**src/rtl/mat2_mul_serial.sv**
```systemverilog
// mat2_mul_serial: serial 2x2 signed fixed-point matrix multiplier, C = A * B.
// A single N x N signed multiplier is time-shared over eight steps. Each output
// element is the sum of two products. That sum is rounded half toward +inf to
// Q(N-FRAC).FRAC and then saturated to N bits.
//
// Ports
//   clk, rst_n            clock (rising edge), asynchronous active-low reset
//   start                 request, sampled only in idle
//   a11..a22, b11..b22    operand matrices, captured on the accepting edge
//   busy                  high from the accepting edge until done deasserts
//   done                  one-cycle pulse, results valid from this cycle
//   c11..c22              result registers, held until the next done
//   sat                   OR of the per-element saturation flags of the last result
module mat2_mul_serial #(
  parameter int unsigned N    = 32,
  parameter int unsigned FRAC = 16
) (
  input  logic                clk,
  input  logic                rst_n,
  input  logic                start,
  input  logic signed [N-1:0] a11,
  input  logic signed [N-1:0] a12,
  input  logic signed [N-1:0] a21,
  input  logic signed [N-1:0] a22,
  input  logic signed [N-1:0] b11,
  input  logic signed [N-1:0] b12,
  input  logic signed [N-1:0] b21,
  input  logic signed [N-1:0] b22,
  output logic                busy,
  output logic                done,
  output logic signed [N-1:0] c11,
  output logic signed [N-1:0] c12,
  output logic signed [N-1:0] c21,
  output logic signed [N-1:0] c22,
  output logic                sat
);

  localparam int unsigned PW = 2 * N;
  // Two guard bits so that adding the rounding constant can never wrap.
  localparam int unsigned SW = 2 * N + 2;

  localparam logic signed [SW-1:0] RndK = SW'(1) << (FRAC - 1);
  localparam logic signed [SW-1:0] MaxV = (SW'(1) << (N - 1)) - SW'(1);
  localparam logic signed [SW-1:0] MinV = -(SW'(1) << (N - 1));

  typedef enum logic [1:0] {StIdle, StRun, StDone} state_e;

  state_e              state_q;
  logic [2:0]          step_q;
  logic signed [PW-1:0] acc_q;
  logic signed [N-1:0] a11_q, a12_q, a21_q, a22_q;
  logic signed [N-1:0] b11_q, b12_q, b21_q, b22_q;
  logic signed [N-1:0] s11_q, s12_q, s21_q;
  logic [2:0]          sat_scr_q;

  logic signed [N-1:0]  op_x, op_y;
  logic signed [PW-1:0] prod;
  logic signed [SW-1:0] sum_rnd;
  logic signed [SW-1:0] rnd;
  logic                 ovf_hi, ovf_lo, sat_now;
  logic signed [N-1:0]  res;

  // Operand selection for the shared multiplier, in step order.
  always_comb begin
    op_x = '0;
    op_y = '0;
    case (step_q)
      3'd0:    begin op_x = a11_q; op_y = b11_q; end
      3'd1:    begin op_x = a12_q; op_y = b21_q; end
      3'd2:    begin op_x = a11_q; op_y = b12_q; end
      3'd3:    begin op_x = a12_q; op_y = b22_q; end
      3'd4:    begin op_x = a21_q; op_y = b11_q; end
      3'd5:    begin op_x = a22_q; op_y = b21_q; end
      3'd6:    begin op_x = a21_q; op_y = b12_q; end
      3'd7:    begin op_x = a22_q; op_y = b22_q; end
      default: begin op_x = '0;    op_y = '0;    end
    endcase
  end

  assign prod = PW'(op_x) * PW'(op_y);

  // Round half toward +inf, then clamp to the N-bit signed range.
  always_comb begin
    sum_rnd = SW'(acc_q) + SW'(prod) + RndK;
    rnd     = sum_rnd >>> FRAC;
    ovf_hi  = rnd > MaxV;
    ovf_lo  = rnd < MinV;
    sat_now = ovf_hi | ovf_lo;
    if (ovf_hi) begin
      res = MaxV[N-1:0];
    end else if (ovf_lo) begin
      res = MinV[N-1:0];
    end else begin
      res = rnd[N-1:0];
    end
  end

  always_ff @(posedge clk or negedge rst_n) begin
    if (!rst_n) begin
      state_q   <= StIdle;
      step_q    <= '0;
      acc_q     <= '0;
      a11_q     <= '0;
      a12_q     <= '0;
      a21_q     <= '0;
      a22_q     <= '0;
      b11_q     <= '0;
      b12_q     <= '0;
      b21_q     <= '0;
      b22_q     <= '0;
      s11_q     <= '0;
      s12_q     <= '0;
      s21_q     <= '0;
      sat_scr_q <= '0;
      busy      <= 1'b0;
      done      <= 1'b0;
      sat       <= 1'b0;
      c11       <= '0;
      c12       <= '0;
      c21       <= '0;
      c22       <= '0;
    end else begin
      case (state_q)
        StIdle: begin
          if (start) begin
            a11_q     <= a11;
            a12_q     <= a12;
            a21_q     <= a21;
            a22_q     <= a22;
            b11_q     <= b11;
            b12_q     <= b12;
            b21_q     <= b21;
            b22_q     <= b22;
            step_q    <= '0;
            acc_q     <= '0;
            sat_scr_q <= '0;
            sat       <= 1'b0;
            busy      <= 1'b1;
            state_q   <= StRun;
          end
        end
        StRun: begin
          step_q <= step_q + 3'd1;
          if (!step_q[0]) begin
            acc_q <= prod;
          end else begin
            // Odd step completes one element; c22 goes straight to the output.
            case (step_q[2:1])
              2'd0: begin s11_q <= res; sat_scr_q[0] <= sat_now; end
              2'd1: begin s12_q <= res; sat_scr_q[1] <= sat_now; end
              2'd2: begin s21_q <= res; sat_scr_q[2] <= sat_now; end
              default: begin
                c11     <= s11_q;
                c12     <= s12_q;
                c21     <= s21_q;
                c22     <= res;
                sat     <= (|sat_scr_q) | sat_now;
                done    <= 1'b1;
                state_q <= StDone;
              end
            endcase
          end
        end
        StDone: begin
          done    <= 1'b0;
          busy    <= 1'b0;
          state_q <= StIdle;
        end
        default: begin
          state_q <= StIdle;
          busy    <= 1'b0;
          done    <= 1'b0;
        end
      endcase
    end
  end

endmodule

```
**config.mk**
```make
export PLATFORM = sky130hd
export DESIGN_NAME = mat2_mul_serial
export DESIGN_NICKNAME = d
export VERILOG_FILES = /design/src/rtl/mat2_mul_serial.sv
export SDC_FILE = /design/constraint.sdc
export NUM_CORES = 2
export LEC_CHECK = 0
export BUFFER_PORTS_ARGS = -buffer_cell sky130_fd_sc_hd__buf_2
export CAP_MARGIN = 20
export CORE_MARGIN = 10
export CORE_UTILIZATION = 40
export CTS_BUF_LIST = sky130_fd_sc_hd__clkbuf_4 sky130_fd_sc_hd__clkbuf_8
export DETAILED_ROUTE_END_ITERATION = 7
export GPL_ROUTABILITY_DRIVEN = 0
export PLACE_DENSITY_LB_ADDON = 0.2
export SLEW_MARGIN = 25
export SYNTH_ARGS = -nofsm -noshare
export SYNTH_HDL_FRONTEND = slang
export SYNTH_SLANG_ARGS = --single-unit
export TNS_END_PERCENT = 5
```
**constraint.sdc**
```tcl
create_clock -name clk -period 16.53 [get_ports clk]
set_input_delay 2.4795 -clock clk [delete_from_list [all_inputs] [get_ports clk]]
set_output_delay 2.4795 -clock clk [all_outputs]
set_load 0.01 [all_outputs]
```
==> summary.txt <==
Logic synthesis
  – Number of synthesized flops with an enable pin: 0
  – Sequential fraction of the synthesis area: 22.1%
  – Synthesized netlist cell count: 6825
  – Flops & latches, synth: 555
  – Fraction of registers with async set/reset: 100%
  – Synth unique cells: 93
  – Yosys warnings: 0
  – Main synth FF type: dfrtp_1
  – Syn Std Cell Area: 62700 µm²
  – Avg Synthesized Cell Area: 9.19 µm²
  – Post-synth net total: 8481

Critical path
  – CP max-delay cell: dfrtp_4
  – Crit end category: flop
  – Worst-case reg-to-reg path depth: 44
  – Worst Path Required: 17.28 ns
  – Most used cell, CP: fa_1
  – CP startpoint kind: flop
  – Setup CP Type: flop to flop
  – Worst Path Arrival: 16.06 ns
  – CP max FO: 38
  – Critical Path Max Stage Delay: 0.72 ns

Clock tree
  – Post-cts resize count: 0
  – CTS Buffer Depth: 3
  – Total CTS buffers: 96
  – H-tree Lvls: 3
  – Clk slew on worst S/H paths: 0.06 ns
  – # hold bufs at CTS: 0
  – Clk sinks: 555
  – Root Driver: clkbuf_8
  – Skew-Pair Late Insertion Delay: 0.84 ns
  – Setup Buffers After CTS: 0
  – CTS tree: yes

Placed design
  – Detail Placement HPWL: 165000 µm
  – Placed cells: 9046
  – Place WS: 1.38 ns
  – Port bufs: 389

Detailed routing
  – Iter 0 DRT Violations: 3696
  – Drt via density: 5.28
  – Routed len/inst: 22.6 µm
  – DRT Wirelength: 208000 µm
  – DR pass1 iterations: 8
  – DR vias: 48.7k
  – DRC: 0
  – Final ANT Viol Nets: 0

STA
  – Final worst slack: 1.22 ns
  – RSZ-0062 raised after global routing: no
  – Fmax: 0.0653 GHz
  – Worst Skew: 0.0696 ns
  – Fin. max-slew vios: 0
  – Crit path time final: 15.31 ns
  – Slew HR: 21.8%
  – Worst-Margin Slew: 1.17 ns
  – Final Hold Fails: 0
  – Setup TNS: 0 ns
  – Period utilization: 92.6%
  – Final Setup Violations: 0

Flow run
  – Max-Cap Viols: 0

GRT
  – GR Util All Layers: 24.0%
  – Number of global-route vias before repair: 52.0k
  – GRT overflow: 0
  – First-pass GRT wire length: 321000 µm
  – Antenna violations before repair: 7
  – Pin count of the biggest net entering global routing: 119

Hold path
  – WHS Path Cells: 2
  – Hold Crit Class: flop to flop

Die
  – CORE AREA: 156000 µm²
  – Ports: 390
  – Initial core utilization: 40.2%
  – Num rows: 145
  – Die Height: 416 µm
  – Die Width: 416 µm
  – Die area: 173000 µm²

Cells and area
  – Final nets: 8744
  – Finished Layout Cells: 9225
  – FF/Latch Area: 13900 µm²
  – Layout cells sized above 1: 12.8%
  – Area Overhead vs Synth: 10.2%
  – Filler Cell Count: 15.4k
  – Area of the multi-input gates: 43700 µm²

Run status
  – Outcome: finished, final reports clean
==> flip-flops by register name, indices dropped and copies added, names as in the netlist, 32 cells and up <==
register,count
a21_q,32
b11_q,32
a11_q,32
s11_q,32
a12_q,32
b22_q,32
b12_q,32
s21_q,32
c21,32
a22_q,32
acc_q,64
c12,32
s12_q,32
c22,32
b21_q,32
c11,32
==> critical path, delay by kind of cell (launching register included) <==
kind | cells | cell delay (ns)
XOR/XNOR | 1 | 0.25
multiplexers | 1 | 0.20
AND/OR/NAND/NOR | 8 | 2.11
buffers and inverters | 4 | 0.94
adder cells (fa/ha/maj) | 13 | 5.62
AO/OA/AOI/OAI | 17 | 5.38
flip-flops | 1 | 0.72
==> worst paths after layout <==
check                                      startpoint                    end  slack, ns
worst max-delay path            step_q[0]$_DFFE_PN0P_    c22[17]$_DFFE_PN0P_       1.22
worst min-delay path             a11_q[5]$_DFFE_PN0P_   a11_q[5]$_DFFE_PN0P_       0.47
worst max register to register  step_q[0]$_DFFE_PN0P_    c22[17]$_DFFE_PN0P_       1.22
worst min register to register   a11_q[5]$_DFFE_PN0P_   a11_q[5]$_DFFE_PN0P_       0.47
max in group asynchronous                       rst_n  b11_q[30]$_DFFE_PN0P_      12.11
min in group asynchronous                       rst_n       busy$_DFFE_PN0P_       1.53
==> kinds of logic (layout without fill, tap and decap cells) <==
family / after synthesis / after routing / share of synthesized area (%)
DFF: 555 / 555 / 22.1
other: 0 / 6 / 0
and+or+nand+nor: 2410 / 2410 / 15.5
AOI/OAI and AO/OA: 803 / 803 / 8.51
buffers and inverters: 1384 / 1720 / 8.48
adders and majority gates: 1397 / 1397 / 40.8
xor gates and xnor gates: 110 / 110 / 1.54
muxes: 166 / 166 / 2.99
==> per-layer routing <==
| metal | track usage, % | vias up | part of all wire, % |
|---|---|---|---|
| li1 | - | 21689 | - |
| met1 | 32.2 | 24599 | 42 |
| met2 | 38.1 | 1993 | 45 |
| met3 | 5.38 | 397 | 8.6 |
| met4 | 8.87 | 4 | 4.1 |
| met5 | 0 | - | 0.011 |
==> cell usage in the layout, fill, tap and decap left out, types with 14 or more instances in the layout <==
cell,n
a21oi_1,252
nand2_2,20
o21ai_2,19
and2_1,22
nor2b_1,14
a222oi_1,31
a211oi_1,15
xnor2_1,75
xor2_1,35
o21ai_1,35
nor3_1,26
buf_4,119
clkbuf_4,29
inv_1,1034
a22o_1,64
mux2i_1,34
dfrtp_1,553
o21ai_0,90
o21bai_1,22
fa_1,1082
nor2_1,661
nand4_1,42
ha_1,315
a21o_1,80
mux2_2,128
buf_2,388
nand2_1,1505
clkbuf_8,119
o21a_1,73
nand3_1,23
==> per-stage QoR <==
stage	util, %	hold WS [ns]	instance area (µm²)
floorplan	-	0.439	62700
global placement	42.8	0.451	66800
detailed placement	42.9	0.457	66900
CTS	44.2	0.472	69000
global route	44.3	0.482	69100
finish	44.3	0.469	69100
==> cells in the mapped netlist (42+ instances only) <==
cell      count  area share (%)
o21ai_1      46            0.37
dfrtp_1     555              22
o21ai_0     100            0.80
nand2_1    1506             9.0
o21a_1       77            0.92
a22o_1       64            0.89
fa_1       1082              35
ha_1        315             6.3
inv_1      1034             6.2
clkbuf_1    314             1.9
nor2_1      664             4.0
a21o_1       80            0.96
nand4_1      42            0.42
xnor2_1      75             1.0
a21oi_1     255             2.0
mux2_2      128             2.3
==> layout make-up <==
| type | count | share of cell area, % |
|---|---|---|
| Tap cell | 2058 | 3.73 |
| Clock inverter | 23 | 0.393 |
| Antenna cell | 6 | 0.0217 |
| Inverter | 1035 | 5.62 |
| Sequential cell | 555 | 20.1 |
| Multi-Input combinational cell | 4886 | 63.2 |
| Clock buffer | 148 | 2.69 |
| Timing Repair Buffer | 514 | 4.26 |
Power is left out: the tool's default activity adds up to more than one toggle a clock period on the data nets, which glitch-free logic cannot reach.
